## src/rtl/pipeline_ctrl_pkg.sv

```systemverilog
// Shared types and constants for the pipeline sequencing controller.
package pipeline_ctrl_pkg;

   localparam int unsigned REG_ADDR_W = 5;
   localparam int unsigned FCNT_W     = 3;

   typedef enum logic [1:0] {
      ST_RUN      = 2'd0,
      ST_REDIRECT = 2'd1,
      ST_MEM_WAIT = 2'd2
   } state_e;

endpackage

```

## src/rtl/sat_counter.sv

```systemverilog
// Saturating event counter with synchronous clear taking priority over increment.
module sat_counter #(
   parameter int unsigned W = 16
) (
   input  logic         clk_i,
   input  logic         rst_ni,
   input  logic         clr_i,
   input  logic         inc_i,
   output logic [W-1:0] cnt_o
);

   logic [W-1:0] cnt_q;

   always_ff @(posedge clk_i or negedge rst_ni) begin
      if (!rst_ni) begin
         cnt_q <= '0;
      end else if (clr_i) begin
         cnt_q <= '0;
      end else if (inc_i && (cnt_q != '1)) begin
         cnt_q <= cnt_q + W'(1);
      end
   end

   assign cnt_o = cnt_q;

endmodule

```

## src/rtl/pipeline_ctrl.sv

```systemverilog
// Stall/flush sequencing for the 5-stage core: load-use, EX redirect and
// data-memory wait, plus saturating performance counters.
module pipeline_ctrl
   import pipeline_ctrl_pkg::*;
#(
   parameter int unsigned FLUSH_EXTRA = 1,
   parameter int unsigned CNT_W       = 16
) (
   input  logic                  clk_i,
   input  logic                  rst_ni,
   input  logic [REG_ADDR_W-1:0] id_rs1_addr_i,
   input  logic [REG_ADDR_W-1:0] id_rs2_addr_i,
   input  logic                  id_valid_i,
   input  logic                  ex_memread_i,
   input  logic [REG_ADDR_W-1:0] ex_rd_addr_i,
   input  logic                  ex_valid_i,
   input  logic                  ex_redirect_i,
   input  logic                  dmem_busy_i,
   input  logic                  cnt_clr_i,
   output logic                  pc_stall_o,
   output logic                  ifid_stall_o,
   output logic                  ifid_flush_o,
   output logic                  idex_stall_o,
   output logic                  idex_flush_o,
   output logic                  exmem_stall_o,
   output logic [1:0]            state_o,
   output logic [CNT_W-1:0]      ldu_cnt_o,
   output logic [CNT_W-1:0]      redir_cnt_o,
   output logic [CNT_W-1:0]      memw_cnt_o
);

   localparam logic [FCNT_W-1:0] FLUSH_LOAD = FCNT_W'(FLUSH_EXTRA);
   localparam bit                HAS_EXTRA  = (FLUSH_EXTRA != 0);

   state_e            state_q, state_d, ret_q, ret_d, eff_st;
   logic [FCNT_W-1:0] fcnt_q, fcnt_d;
   logic              load_use;
   logic              ldu_inc, redir_inc, memw_inc;

   always_ff @(posedge clk_i or negedge rst_ni) begin
      if (!rst_ni) begin
         state_q <= ST_RUN;
         ret_q   <= ST_RUN;
         fcnt_q  <= '0;
      end else begin
         state_q <= state_d;
         ret_q   <= ret_d;
         fcnt_q  <= fcnt_d;
      end
   end

   assign load_use = ex_memread_i && ex_valid_i && id_valid_i && (ex_rd_addr_i != '0) &&
                     ((ex_rd_addr_i == id_rs1_addr_i) || (ex_rd_addr_i == id_rs2_addr_i));

   // Leaving MEM_WAIT resumes the saved state in the same cycle; 2'd3 decodes as RUN.
   always_comb begin
      eff_st = ST_RUN;
      case (state_q)
         ST_REDIRECT: eff_st = ST_REDIRECT;
         ST_MEM_WAIT: eff_st = ret_q;
         default:     eff_st = ST_RUN;
      endcase
   end

   always_comb begin
      state_d       = ST_RUN;
      ret_d         = ret_q;
      fcnt_d        = fcnt_q;
      pc_stall_o    = 1'b0;
      ifid_stall_o  = 1'b0;
      ifid_flush_o  = 1'b0;
      idex_stall_o  = 1'b0;
      idex_flush_o  = 1'b0;
      exmem_stall_o = 1'b0;
      ldu_inc       = 1'b0;
      redir_inc     = 1'b0;
      memw_inc      = 1'b0;

      if (dmem_busy_i) begin
         pc_stall_o    = 1'b1;
         ifid_stall_o  = 1'b1;
         idex_stall_o  = 1'b1;
         exmem_stall_o = 1'b1;
         memw_inc      = 1'b1;
         state_d       = ST_MEM_WAIT;
         if (state_q != ST_MEM_WAIT) begin
            ret_d = (state_q == ST_REDIRECT) ? ST_REDIRECT : ST_RUN;
         end
      end else if (ex_redirect_i && ex_valid_i) begin
         ifid_flush_o = 1'b1;
         idex_flush_o = 1'b1;
         redir_inc    = 1'b1;
         if (HAS_EXTRA) begin
            state_d = ST_REDIRECT;
            fcnt_d  = FLUSH_LOAD;
         end
      end else if (eff_st == ST_REDIRECT) begin
         ifid_flush_o = 1'b1;
         idex_flush_o = 1'b1;
         if (fcnt_q <= FCNT_W'(1)) begin
            fcnt_d = '0;
         end else begin
            fcnt_d  = fcnt_q - FCNT_W'(1);
            state_d = ST_REDIRECT;
         end
      end else if (load_use) begin
         pc_stall_o   = 1'b1;
         ifid_stall_o = 1'b1;
         idex_flush_o = 1'b1;
         ldu_inc      = 1'b1;
      end

      // Reset holds both front-end registers bubbled.
      if (!rst_ni) begin
         pc_stall_o    = 1'b0;
         ifid_stall_o  = 1'b0;
         idex_stall_o  = 1'b0;
         exmem_stall_o = 1'b0;
         ifid_flush_o  = 1'b1;
         idex_flush_o  = 1'b1;
      end
   end

   assign state_o = state_q;

   sat_counter #(.W(CNT_W)) u_ldu_cnt (
      .clk_i  (clk_i),
      .rst_ni (rst_ni),
      .clr_i  (cnt_clr_i),
      .inc_i  (ldu_inc),
      .cnt_o  (ldu_cnt_o)
   );

   sat_counter #(.W(CNT_W)) u_redir_cnt (
      .clk_i  (clk_i),
      .rst_ni (rst_ni),
      .clr_i  (cnt_clr_i),
      .inc_i  (redir_inc),
      .cnt_o  (redir_cnt_o)
   );

   sat_counter #(.W(CNT_W)) u_memw_cnt (
      .clk_i  (clk_i),
      .rst_ni (rst_ni),
      .clr_i  (cnt_clr_i),
      .inc_i  (memw_inc),
      .cnt_o  (memw_cnt_o)
   );

endmodule

```

## config.mk

```make
export PLATFORM = sky130hd
export DESIGN_NAME = pipeline_ctrl
export DESIGN_NICKNAME = d
export VERILOG_FILES = /design/src/rtl/pipeline_ctrl_pkg.sv /design/src/rtl/sat_counter.sv /design/src/rtl/pipeline_ctrl.sv
export SDC_FILE = /design/constraint.sdc
export NUM_CORES = 1
export LEC_CHECK = 0
export ABC_AREA = 1
export CAP_MARGIN = 20
export CORE_ASPECT_RATIO = 1.25
export CORE_MARGIN = 2
export CORE_UTILIZATION = 45
export DETAILED_ROUTE_END_ITERATION = 8
export GPL_TIMING_DRIVEN = 0
export PLACE_DENSITY = 0.69
export SLEW_MARGIN = 30
export SYNTH_ARGS = -nofsm -noshare
export SYNTH_HDL_FRONTEND = slang
export SYNTH_SLANG_ARGS = --single-unit
```

## constraint.sdc

```tcl
create_clock -name clk_i -period 2.9 [get_ports clk_i]
set_input_delay 0.87 -clock clk_i [delete_from_list [all_inputs] [get_ports clk_i]]
set_output_delay 0.87 -clock clk_i [all_outputs]
set_load 0.1 [all_outputs]
```

### Yosys cells after proc, flatten, opt, wreduce, memory -nomap -nowiden

Cells that the tools add are included.

| word-level totals | value |
|---|---|
| flip-flop bits (word level) | 55 |
| input bits | 23 |
| word-level logic and storage cells | 70 |

| cells by class | value |
|---|---|
| $add $sub $neg | 4 |
| order comparisons | 1 |
| equality and inequality tests | 9 |
| multiplexer cells | 33 |
| bitwise gates (word level) | 1 |
| reductions and logical operators | 16 |

Operators with widths:

| kind | number |
|---|---|
| $mux W16 | 6 |
| $add A16 B1 Y16 const B | 3 |
| $ne A16 B16 Y1 const B | 3 |
| $mux W1 | 22 |
| $eq A5 B5 Y1 | 2 |
| $mux W3 | 3 |
| $logic_and A1 B1 Y1 | 8 |
| $reduce_bool A2 Y1 | 4 |
| $reduce_bool A5 Y1 | 1 |
| $eq A2 B1 Y1 const B | 2 |
| $pmux W2 S2 | 1 |
| $reduce_and A2 Y1 | 2 |
| $le A3 B1 Y1 const B | 1 |
| $sub A3 B1 Y3 const B | 1 |
| $eq A2 B2 Y1 const B | 1 |
| $mux W2 | 1 |
| $ne A2 B2 Y1 const B | 1 |
| $logic_or A1 B1 Y1 | 1 |
| $not A1 Y1 | 1 |

### Longest topological paths before layout

| depth | value |
|---|---|
| depth after elaboration | 11 |
| depth in mapped cells | 11 |
| mapped depth without buffers | 10 |

### Cells and area by module

From an unflattened synthesis, not the netlist that was laid out.

| second synthesis, totals | value |
|---|---|
| cells, all modules | 532 |
| area, all modules | 3726.1 µm² |

By module, submodules not included:

| module | instances | cells each | area each (µm²) | sequential area each (µm²) |
|---|---|---|---|---|
| sat_counter | 3 | 144 | 1037.2 | 400.4 |
| pipeline_ctrl | 1 | 100 | 614.3 | 150.1 |

### Least setup slack after synthesis

Ideal clock, no wire load.

| timing path | value |
|---|---|
| kind | register to output |
| start | register state_q[0] (netlist: state_o[0]) |
| end | output pc_stall_o |
| arrival | 4267 ps |
| required time | 2030 ps |
| setup slack | -2237 ps |
| stages on the path, launching flop included | 9 |
| buffers on the path | 1 |
| cell sequence | dfrtp_1 > inv_1 > ha_1 > a21oi_1 > o21ai_0 > nand2_1 > nand2_1 > nor2_1 > buf_4 |

| on the way | value |
|---|---|
| word-level cells in the longest chain between the ends | 7 |

RTL lines:

| element | RTL line | source |
|---|---|---|
| start, declared | pipeline_ctrl.sv:35 | `state_e state_q, state_d, ret_q, ret_d, eff_st;` |
| start signal, assigned | pipeline_ctrl.sv:46 | `state_q <= state_d;` |
| $eq A2 B2 Y1 or $eq A2 B1 Y1 (tied branches) | pipeline_ctrl.sv:58 | `case (state_q)` |
| $pmux W2 S2 * | pipeline_ctrl.sv:58 |  |
| $eq A2 B1 Y1 * | pipeline_ctrl.sv:97 | `end else if (eff_st == ST_REDIRECT) begin` |
| $mux W1 * (4 in series) | -- |  |
| end, declared | pipeline_ctrl.sv:20 | `output logic pc_stall_o,` |

Mark *: on every way between the ends. The rest lies on a longest branch, timed or not.

### Worst setup path after layout

| timing path | value |
|---|---|
| start | register u_ldu_cnt.cnt_q[6] (netlist: u_ldu_cnt.cnt_o[6]) |
| end | output ldu_cnt_o[6] |

RTL lines:

| element | RTL line | source |
|---|---|---|
| start, declared | sat_counter.sv:12 | `logic [W-1:0] cnt_q;` |
| start signal, assigned | sat_counter.sv:20 | `cnt_q <= cnt_q + W'(1);` |
| end, declared | pipeline_ctrl.sv:27 | `output logic [CNT_W-1:0] ldu_cnt_o,` |

No word-level cell between the ends.

==> metrics <==
status=finished clean; sequential share of the synthesized area=38.7%; Root Buffer=clkbuf_8; Clock Sinks=54; Crit. End Element=primary output; DRC violations left=0; slowest CP cell=clkdlybuf4s50_1; Mapped Avg Cell Area=roughly 7 um2; total CTS buffers=5; fin crit share=98.1%; CP max stage delay=roughly 1.2 ns; nets=613; Post-synth EDFFs=0; Critical Path AT=1.97 ns; grt ovf=0; class of the most critical hold timing path=primary input to asynchronous set/reset pin; post-DP HPWL=6560 um; Cell Area, Synth=approximately 3500 um2; Max rail drop VDD=roughly 260 uV; Total Routing Usage GR=21.5%; Die H=103 um; RSZ-0062 raised after global routing=yes; drt initial violations=198; Max Cap Viol=0; die area=8490 um2; number of global-route vias before repair=3,374; Post-CTS Hold Buffers=0; gpl congestion=0.863; Post-Place Cells=658; die span in x=between 80 and 90 um; core area=~7400 um2; Row Count=35; Bufs and invs on worst path=1; H-tree depth=2; Synth cell types=31; worst reg-to-reg path cell count=9; total power=1.69 mW; global-route wire length before repair=15,200 um; FFs w/ async S/R, synth=100%; PD cells=364 nW/um2; # diodes=0; endpoints failing hold=0; clk_lat worst skew=between 0.3 and 0.4 ns; initial core utilization=46.9%; CTS tree=done; drt total wl=~8800 um; Clock Tree Buf Depth=2; antenna-violating nets left=0; Post-Route Skew=0.0148 ns; final cell count without fillers=676; Max Slew Vio Count=0; CP Class=flip-flop to primary output; Detailed Routing Iterations Pass 1=4; CP cell instances=clkdlybuf4s50_1; clk slew on worst S/H paths=approximately 0.11 ns; Rel. slew slack=between 30% and 40%; Post-Syn Nets=517; critical path depth in cells=1; fmax=~350 MHz; detailed-route wire length per cell=13.0 um; CP Launch Type=flip-flop; critical path fanouts, max=5; Final min period=2.84 ns; Final setup viols=0; CP Data Required Time=slightly above 2 ns; initial antenna violation count=0; Syn. warnings=0; ys flop type=dfrtp_1; fraction of layout instances using a drive strength above 1=14.9%; num ports=79; Area Overhead vs Synth=33.1%; pin count of the biggest net entering global routing=47; measured slew at the worst slew-check pin=0.979 ns; vias=3,486; buffers added on ports=77; P_leak=2.24 nW; Seq cells post-synth=54; Mapped Cells=488; drt via density=around 5.2; delay-heaviest family, CP=buffers and inverters
sequential cells by signal (all words and copies together), names as in the netlist:
register	flops
state_o	2
u_memw_cnt.cnt_o	16
u_ldu_cnt.cnt_o	16
u_redir_cnt.cnt_o	16
ret_q	1
fcnt_q	3
report_power, final:
group          internal (mW)  leakage [nW]  total (mW)  switching, mW
Sequential             0.782         0.745       0.806         0.0249
Combinational          0.119          1.44       0.354          0.234
Clock                  0.277        0.0573       0.532          0.255
stage by stage:
step	hold WS [ns]	util (%)	worst slack [ns]	instance area, um2	TNS [ns]
final	0.397	62.5	0.0557	4650	0
after global placement	0.467	59.5	-2.84	4430	-73.55
after detailed placement	0.479	59.8	-1.43	4450	-6.80
after floorplan	0.449	-	-0.186	3540	-0.220
after global routing	0.393	62.5	-0.0162	4650	-0.0323
after CTS	0.399	62.0	0.00179	4620	0
layout by cell type (no fill, tap or decap), types with 13 or more instances in the layout:
master	instances
nand2_1	116
nand3_1	63
nor2_1	60
inv_1	58
dfrtp_1	52
clkdlybuf4s50_1	48
xor2_1	23
buf_4	18
nand4_1	16
o21ai_0	13
kinds of logic after synthesis:
logic type	synth area share, %
simple gates	35.5
buf+inv	9.89
flops	38.7
compound gates	6.73
xor+xnor	6.77
fa+ha+maj	2.15
mux	0.322
timing repair:
action,4_1_cts,5_1_grt
resized for setup,94,25
setup buffers,12,0
endpoints found under the setup margin,6,15
pin swaps,22,18
metal layers:
| layer | GRT usage, % | vias up | part of all wire [%] |
|---|---|---|---|
| met5 | 0 | - | 0 |
| met4 | 6.05 | 0 | 1.1 |
| met3 | 2.88 | 10 | 3.8 |
| met2 | 39.9 | 82 | 51 |
| met1 | 26.3 | 1641 | 44 |
| li1 | - | 1753 | - |
final timing paths:
path,from,endpoint,slack [ns]
worst max register to register,u_memw_cnt.cnt_o[0],u_memw_cnt.cnt_o[14],0.93
worst min-delay path,rst_ni,u_redir_cnt.cnt_o[7],0.40
max in group asynchronous,rst_ni,state_o[0],2.00
worst max-delay path,u_ldu_cnt.cnt_o[6],ldu_cnt_o[6],0.06
worst min register to register,fcnt_q[0],fcnt_q[0],0.50
min in group clk_i,fcnt_q[0],fcnt_q[0],0.50
cells in the mapped netlist (2+ instances only):
| library cell | instances | area (um2) |
|---|---|---|
| xor2_1 | 23 | 201 |
| o21ai_1 | 4 | 20.0 |
| inv_1 | 63 | 236 |
| ha_1 | 6 | 75.1 |
| nand3_1 | 63 | 315 |
| buf_4 | 3 | 22.5 |
| o41ai_1 | 2 | 17.5 |
| nand4_1 | 16 | 100 |
| buf_6 | 5 | 56.3 |
| buf_2 | 3 | 15.0 |
| dfrtp_1 | 54 | 1350 |
| xnor2_1 | 4 | 35.0 |
| nand2_2 | 3 | 18.8 |
| nor2_1 | 62 | 233 |
| a21oi_1 | 12 | 60.1 |
| nand3_2 | 2 | 20.0 |
| nand2_1 | 120 | 450 |
| nor3_1 | 10 | 50.1 |
| inv_2 | 2 | 7.51 |
| o21ai_2 | 5 | 43.8 |
| nor2_2 | 3 | 18.8 |
| o21ai_0 | 14 | 70.1 |
area by class of cell:
type / instances / area, um2
plain buffers: 11 / 90.1
clock inverters: 1 / 30.0
fillers: 717 / 2800
repair buffers: 90 / 881
clock buffers: 6 / 82.6
well taps: 92 / 115
inverters: 66 / 248
multi-input cells: 356 / 1840
flip-flops and latches: 54 / 1360
Power figures use the tool's default switching activity.
